**config.mk**
```make
export PLATFORM = sky130hd
export DESIGN_NAME = switch_debounce_4
export DESIGN_NICKNAME = d
export VERILOG_FILES = /design/src/rtl/switch_debounce_4.sv
export SDC_FILE = /design/constraint.sdc
export NUM_CORES = 1
export LEC_CHECK = 0
export BUFFER_PORTS_ARGS = -buffer_cell sky130_fd_sc_hd__buf_2
export CAP_MARGIN = 5
export CORE_ASPECT_RATIO = 1.25
export CORE_MARGIN = 1
export CORE_UTILIZATION = 50
export CTS_CLUSTER_DIAMETER = 200
export DETAILED_ROUTE_END_ITERATION = 12
export PLACE_DENSITY = 0.67
export SKIP_LAST_GASP = 1
export SYNTH_ARGS = -nofsm -noshare
export SYNTH_HDL_FRONTEND = slang
export SYNTH_SLANG_ARGS = --single-unit
```
**constraint.sdc**
```tcl
create_clock -name i_Clk -period 2.5 [get_ports i_Clk]
set_input_delay 0 -clock i_Clk [delete_from_list [all_inputs] [get_ports i_Clk]]
set_output_delay 0 -clock i_Clk [all_outputs]
set_load 0.05 [all_outputs]
```
**src/rtl/switch_debounce_4.sv**
```systemverilog
`default_nettype none
// +--------------------------------------------------------------------------+
// | switch_debounce_4 : 4-channel switch synchroniser, debouncer, press strobe|
// | Optional latch-toggle outputs: SWITCH_DEBOUNCE_TOGGLE_EN                 |
// | Revision: 1.0                                                            |
// +--------------------------------------------------------------------------+
module switch_debounce_4 #(
  parameter int DEBOUNCE_LIMIT = 250000,
  parameter int CNT_W          = 18
) (
  input  logic i_Clk,
  input  logic i_Rst,
  input  logic i_Switch_1,
  input  logic i_Switch_2,
  input  logic i_Switch_3,
  input  logic i_Switch_4,
  output logic o_Switch_1,
  output logic o_Switch_2,
  output logic o_Switch_3,
  output logic o_Switch_4,
  output logic o_Press_1,
  output logic o_Press_2,
  output logic o_Press_3,
  output logic o_Press_4,
  output logic o_Toggle_1,
  output logic o_Toggle_2,
  output logic o_Toggle_3,
  output logic o_Toggle_4
);

  localparam logic [CNT_W-1:0] c_LAST = CNT_W'(DEBOUNCE_LIMIT - 1);
  localparam logic [CNT_W-1:0] c_ONE  = CNT_W'(1);

  generate
    if (DEBOUNCE_LIMIT < 1 || DEBOUNCE_LIMIT > (1 << 20)) begin : g_bad_limit
      $error("switch_debounce_4: DEBOUNCE_LIMIT out of range 1..2^20");
    end
    if ((64'd1 << CNT_W) <= 64'(DEBOUNCE_LIMIT - 1)) begin : g_bad_cnt_w
      $error("switch_debounce_4: CNT_W too narrow for DEBOUNCE_LIMIT-1");
    end
  endgenerate

  logic [3:0] w_pin;
  logic [3:0] w_switch;
  logic [3:0] w_press;
  logic [3:0] w_toggle;

  assign w_pin = {i_Switch_4, i_Switch_3, i_Switch_2, i_Switch_1};

  generate
    for (genvar g = 0; g < 4; g++) begin : g_chan
      logic             r_sync1;
      logic             r_sync2;
      logic             r_switch;
      logic             r_press;
      logic [CNT_W-1:0] r_cnt;

      // The counter only runs while the synchronised level disagrees with the
      // output, so any return to the current level restarts it from zero.
      always_ff @(posedge i_Clk) begin
        if (i_Rst) begin
          r_sync1  <= 1'b0;
          r_sync2  <= 1'b0;
          r_switch <= 1'b0;
          r_press  <= 1'b0;
          r_cnt    <= '0;
        end else begin
          r_sync1 <= w_pin[g];
          r_sync2 <= r_sync1;
          r_press <= 1'b0;
          if (r_sync2 != r_switch) begin
            if (r_cnt == c_LAST) begin
              r_switch <= r_sync2;
              r_press  <= r_sync2;
              r_cnt    <= '0;
            end else begin
              r_cnt <= r_cnt + c_ONE;
            end
          end else begin
            r_cnt <= '0;
          end
        end
      end

      assign w_switch[g] = r_switch;
      assign w_press[g]  = r_press;

`ifdef SWITCH_DEBOUNCE_TOGGLE_EN
      logic r_toggle;

      always_ff @(posedge i_Clk) begin
        if (i_Rst) begin
          r_toggle <= 1'b0;
        end else if (r_press) begin
          r_toggle <= ~r_toggle;
        end
      end

      assign w_toggle[g] = r_toggle;
`else
      assign w_toggle[g] = r_switch;
`endif
    end
  endgenerate

  assign o_Switch_1 = w_switch[0];
  assign o_Switch_2 = w_switch[1];
  assign o_Switch_3 = w_switch[2];
  assign o_Switch_4 = w_switch[3];
  assign o_Press_1  = w_press[0];
  assign o_Press_2  = w_press[1];
  assign o_Press_3  = w_press[2];
  assign o_Press_4  = w_press[3];
  assign o_Toggle_1 = w_toggle[0];
  assign o_Toggle_2 = w_toggle[1];
  assign o_Toggle_3 = w_toggle[2];
  assign o_Toggle_4 = w_toggle[3];

endmodule
`default_nettype wire

```
## After elaboration in Yosys (flattened, before gate mapping)

Index checks and enable logic that the tools add are counted.

| cells by class | value |
|---|---|
| equal/unequal tests | 8 |
| add/subtract/negate cells | 4 |
| reductions and logical operators | 12 |
| bitwise logic cells | 8 |

Operators by type and width:

| cell | number |
|---|---|
| adder 18 x 1 -> 18 bit (second input constant) | 4 |
| == test 18 bit (second input constant) | 4 |
| OR reduction 3 bit | 8 |
| inverter 1 bit | 8 |
| AND reduction 2 bit | 4 |
| inequality test 1 bit | 4 |

| storage, ports and cells | value |
|---|---|
| bits in registers | 88 |

## Logic depth before layout (Yosys ltp)

| depth | value |
|---|---|
| depth after elaboration | 3 |
| depth in mapped cells | 6 |
| mapped depth without buffers | 5 |

## Least setup slack after synthesis

Ideal clock, no wire load.

| path | value |
|---|---|
| path kind | register -> register |
| start point | register g_chan[3].r_cnt[0] |
| end point | register g_chan[3].r_cnt[10] |
| cell stages (with the launch flop) | 7 |
| setup slack | 0.572 ns |
| arrival | 1.801 ns |
| buffers on the path | 1 |
| cell sequence | dfxtp_1 > ha_1 > nand3_1 > or3_1 > o21ai_1 > clkbuf_1 > nor2_1 |

| on the way | value |
|---|---|
| word-level cells in the longest chain between the ends | 2 |

RTL lines:

| element | RTL line | text |
|---|---|---|
| from (decl) | 56 | `logic [CNT_W-1:0] r_cnt;` |
| from (signal assigned) | 77 | `r_cnt <= r_cnt + c_ONE;` |
| parallel branches: the longest is 2 deep, another holds adder 18 x 1 -> 18 bit | - |  |

Several ways; the timed one is not identified.
A chain may end at the register's enable or synchronous reset.

## Worst setup path after layout

| path | value |
|---|---|
| start point | register g_chan[0].r_cnt[13] |
| end point | register g_chan[0].r_cnt[9] |

| on the way | value |
|---|---|
| word-level cells in the longest chain between the ends | 2 |

RTL lines:

| element | RTL line | text |
|---|---|---|
| from (decl) | 56 |  |
| from (signal assigned) | 77 |  |
| == test 18 bit | 72 | `if (r_cnt == c_LAST) begin` |
| OR reduction 3 bit (no source line) | - |  |

No other way between the ends.

==> flow_metrics.py <==
metrics = {
    "cells_and_area": {
        "drive_gt1_share_pct": 9.761,
        "post-route-util_pct": 57.38,
        "final_cells": 553,
        "layout.nets": 467,
        "final_area_mm2": 0.004222,
        "antenna_cells": 0,
        "area_growth_pct": 10.77,
        "multiInputGateArea_mm2": 0.001928,
        "fillers": 696,
        "final-seq-area_mm2": 0.001762,
    },
    "logic_synthesis": {
        "synth_warnings": 0,
        "syn_area_mm2": 0.003811,
        "synthFlopType": "dfxtp_1",
        "synthTopCellsByArea": "dfxtp_1 46%, xnor2_1 10%, nor2_1 7.4%",
        "avgSynthCellArea_um2": 8.822,
        "async_flop_share_pct": 0,
        "netlist.area_leader.share_pct": 46.22,
        "ys_seq_elements": 88,
        "syn_inst": 432,
        "synth_edf_count": 0,
        "synth.net_count": 442,
        "synthTopCellsByCount": "88 x dfxtp_1, 75 x nor2_1, 44 x xnor2_1",
        "yosys.area.top_type": "dfxtp_1",
        "ys_seq_area_share_pct": 46.22,
        "synth_cell_type_count": 40,
        "synth.most_common_cell": "dfxtp_1",
    },
    "timing": {
        "slew_viol_final": 0,
        "holdWs_ps": 46.25,
        "hold_viol_final": 0,
        "tightest_slew_ps": 610.1,
        "finalCriticalPeriod_ps": 2094,
        "worst_slack_ps": 405.7,
        "rsz0062_at_grt": "no",
        "max_freq_ghz": 0.4775,
        "relSlewSlack_pct": 58.95,
        "finalClockSkew_ps": 13.07,
        "setup_tns_ps": 0,
        "setup_violations": 0,
        "fin_crit_sh_pct": 83.77,
    },
    "global_routing": {
        "grt_pass1_wl_mm": 11.48,
        "grt_antenna_before_repair": 0,
        "grt_max_degree": 23,
        "grt_pass1_vias": 2670,
        "grt_overflow": 0,
        "grtUsageTotal_pct": 18.34,
    },
    "setup_path": {
        "required_ps": 2720,
        "path_delay_family": "simple AND/OR/NAND/NOR gates",
        "path_cells": "or4_1, or4_4, o21ai_4, nor2_1",
        "r2r_cells": 4,
        "critical_path_class": "reg -> reg",
        "worstSetupStartpointType": "flop",
        "slowest_delay_ps": 560,
        "cp_slowest_cell": "or4_4",
        "worstSetupPathDepth": 4,
        "critPathMaxFanout": 17,
        "arrival_ps": 2310,
        "worst_setup_path_end_kind": "flop",
        "cp_num_buf_inv": 0,
    },
    "route": {
        "ant_nets": 0,
        "drt-total-wl_mm": 6.769,
        "viasPerCell": 5.468,
        "drtPass1Iterations": 4,
        "num_vias": 3024,
        "wl_per_cell_um": 12.24,
        "drc": 0,
        "drt_iter0_markers": 97,
    },
    "clocking": {
        "clk_latency_ps": 350,
        "numCtsBuffers": 9,
        "ctsLongestPathBuffers": 2,
        "post-cts-setup-buffer-count": 0,
        "path_clk_slew_ps": 80,
        "numClockSinks": 88,
        "h-tree-depth": 3,
        "cts_tree": "done",
        "root_buffer": "clkbuf_8",
    },
    "floorplanning": {
        "die-area_mm2": 0.007978,
        "num_rows": 35,
        "die_w_um": 80.09,
        "pin_count": 18,
        "dieHeight_um": 99.61,
        "core_area_mm2": 0.007357,
        "start_util_pct": 51.80,
    },
    "min_path": {
        "holdPathStages": 2,
        "hold_path.class": "in -> reg",
    },
    "run_status": {
        "status": "finished, final reports clean",
    },
    "flow_run": {
        "cap_violations": 0,
    },
    "power_and_ir_drop": {
        "irDropWorstVdd_mv": 0.3553,
        "power_mw": 2.449,
        "powerDensity_mw_per_mm2": 580.0,
        "power.leakage_nw": 1.255,
    },
    "place": {
        "portBuffers": 17,
        "hpwl_mm": 4.785,
        "place_congestion": 0.7767,
        "dpl_cell_area_mm2": 0.003976,
        "dp_slack_ps": 406.0,
        "dp_cells": 534,
    },
}
==> routing by layer <==
| layer | GRT usage (%) | routed length (um) | share of wire [%] | vias up |
|---|---|---|---|---|
| met1 | 22.30 | 3181 | 47 | 1418 |
| met4 | 8.379 | 129 | 1.9 | 0 |
| met2 | 30.31 | 3276 | 48 | 42 |
| met3 | 4.495 | 182 | 2.7 | 10 |
| li1 | - | - | - | 1554 |
| met5 | 0 | 0 | 0 | - |
==> flip-flops by register name, summed over array words and instances, names as in the netlist <==
register        count
g_chan.r_cnt       72
o_Switch_4          1
g_chan.r_sync1      4
o_Press_3           1
o_Switch_1          1
o_Switch_2          1
g_chan.r_sync2      4
o_Press_1           1
o_Switch_3          1
o_Press_2           1
o_Press_4           1
==> cell usage in the layout, fill, tap and decap left out, types with 14 or more instances in the layout <==
| cell type | Yosys | layout |
|---|---|---|
| a21oi_1 | 14 | 14 |
| buf_2 | 1 | 17 |
| dfxtp_1 | 88 | 88 |
| inv_1 | 15 | 15 |
| nand2_1 | 16 | 16 |
| nand3_1 | 28 | 28 |
| nand4_1 | 20 | 20 |
| nor2_1 | 75 | 75 |
| nor4_1 | 20 | 20 |
| xnor2_1 | 44 | 44 |
==> path summary, 6_finish.rpt <==
| kind | from | endpoint | slack [ps] |
|---|---|---|---|
| setup / recovery | g_chan[0].r_cnt[13]$_SDFF_PP0_ | g_chan[0].r_cnt[9]$_SDFF_PP0_ | 410 |
| hold / removal | i_Rst | g_chan[3].r_sync1$_SDFF_PP0_ | 50 |
| hold reg to reg | g_chan[2].r_sync1$_SDFF_PP0_ | g_chan[2].r_sync2$_SDFF_PP0_ | 450 |
| setup reg to reg | g_chan[0].r_cnt[13]$_SDFF_PP0_ | g_chan[0].r_cnt[9]$_SDFF_PP0_ | 410 |
==> final cells by class <==
type | instances | share of cell area (%)
multi-input cells | 318 | 45.67
flip-flops and latches | 88 | 41.73
repair buffers | 25 | 3.675
clock buffers | 11 | 3.586
well taps | 92 | 2.727
inverters | 15 | 1.334
clock inverters | 4 | 1.274
==> power by group <==
group | total (mW) | switching (mW) | internal (mW)
combinational | 0.0373 | 0.0203 | 0.0170
sequential | 1.41 | 0.00454 | 1.41
clock | 0.999 | 0.486 | 0.513
total | 2.45 | 0.511 | 1.94
==> worst reg2reg max path: stages (launching register included) <==
cell and delay, ps:
dfxtp_1 370, or4_1 530, or4_4 560, o21ai_4 400, nor2_1 100
==> cell families (layout without fill, tap and decap cells) <==
logic type,count (synthesis),after routing,share of synthesized area (%)
mux,2,2,0.5253
simple gates,224,224,30.86
buf+inv,26,55,3.184
xor+xnor,56,56,12.87
compound gates,32,32,5.023
flops,88,88,46.22
fa+ha+maj,4,4,1.313
==> what timing repair did <==
item,CTS,global route
endpoints found under the hold margin,4,0
hold buffers,4,0
gates resized for setup,0,0
Note: power is estimated with default switching activity, not from simulation.
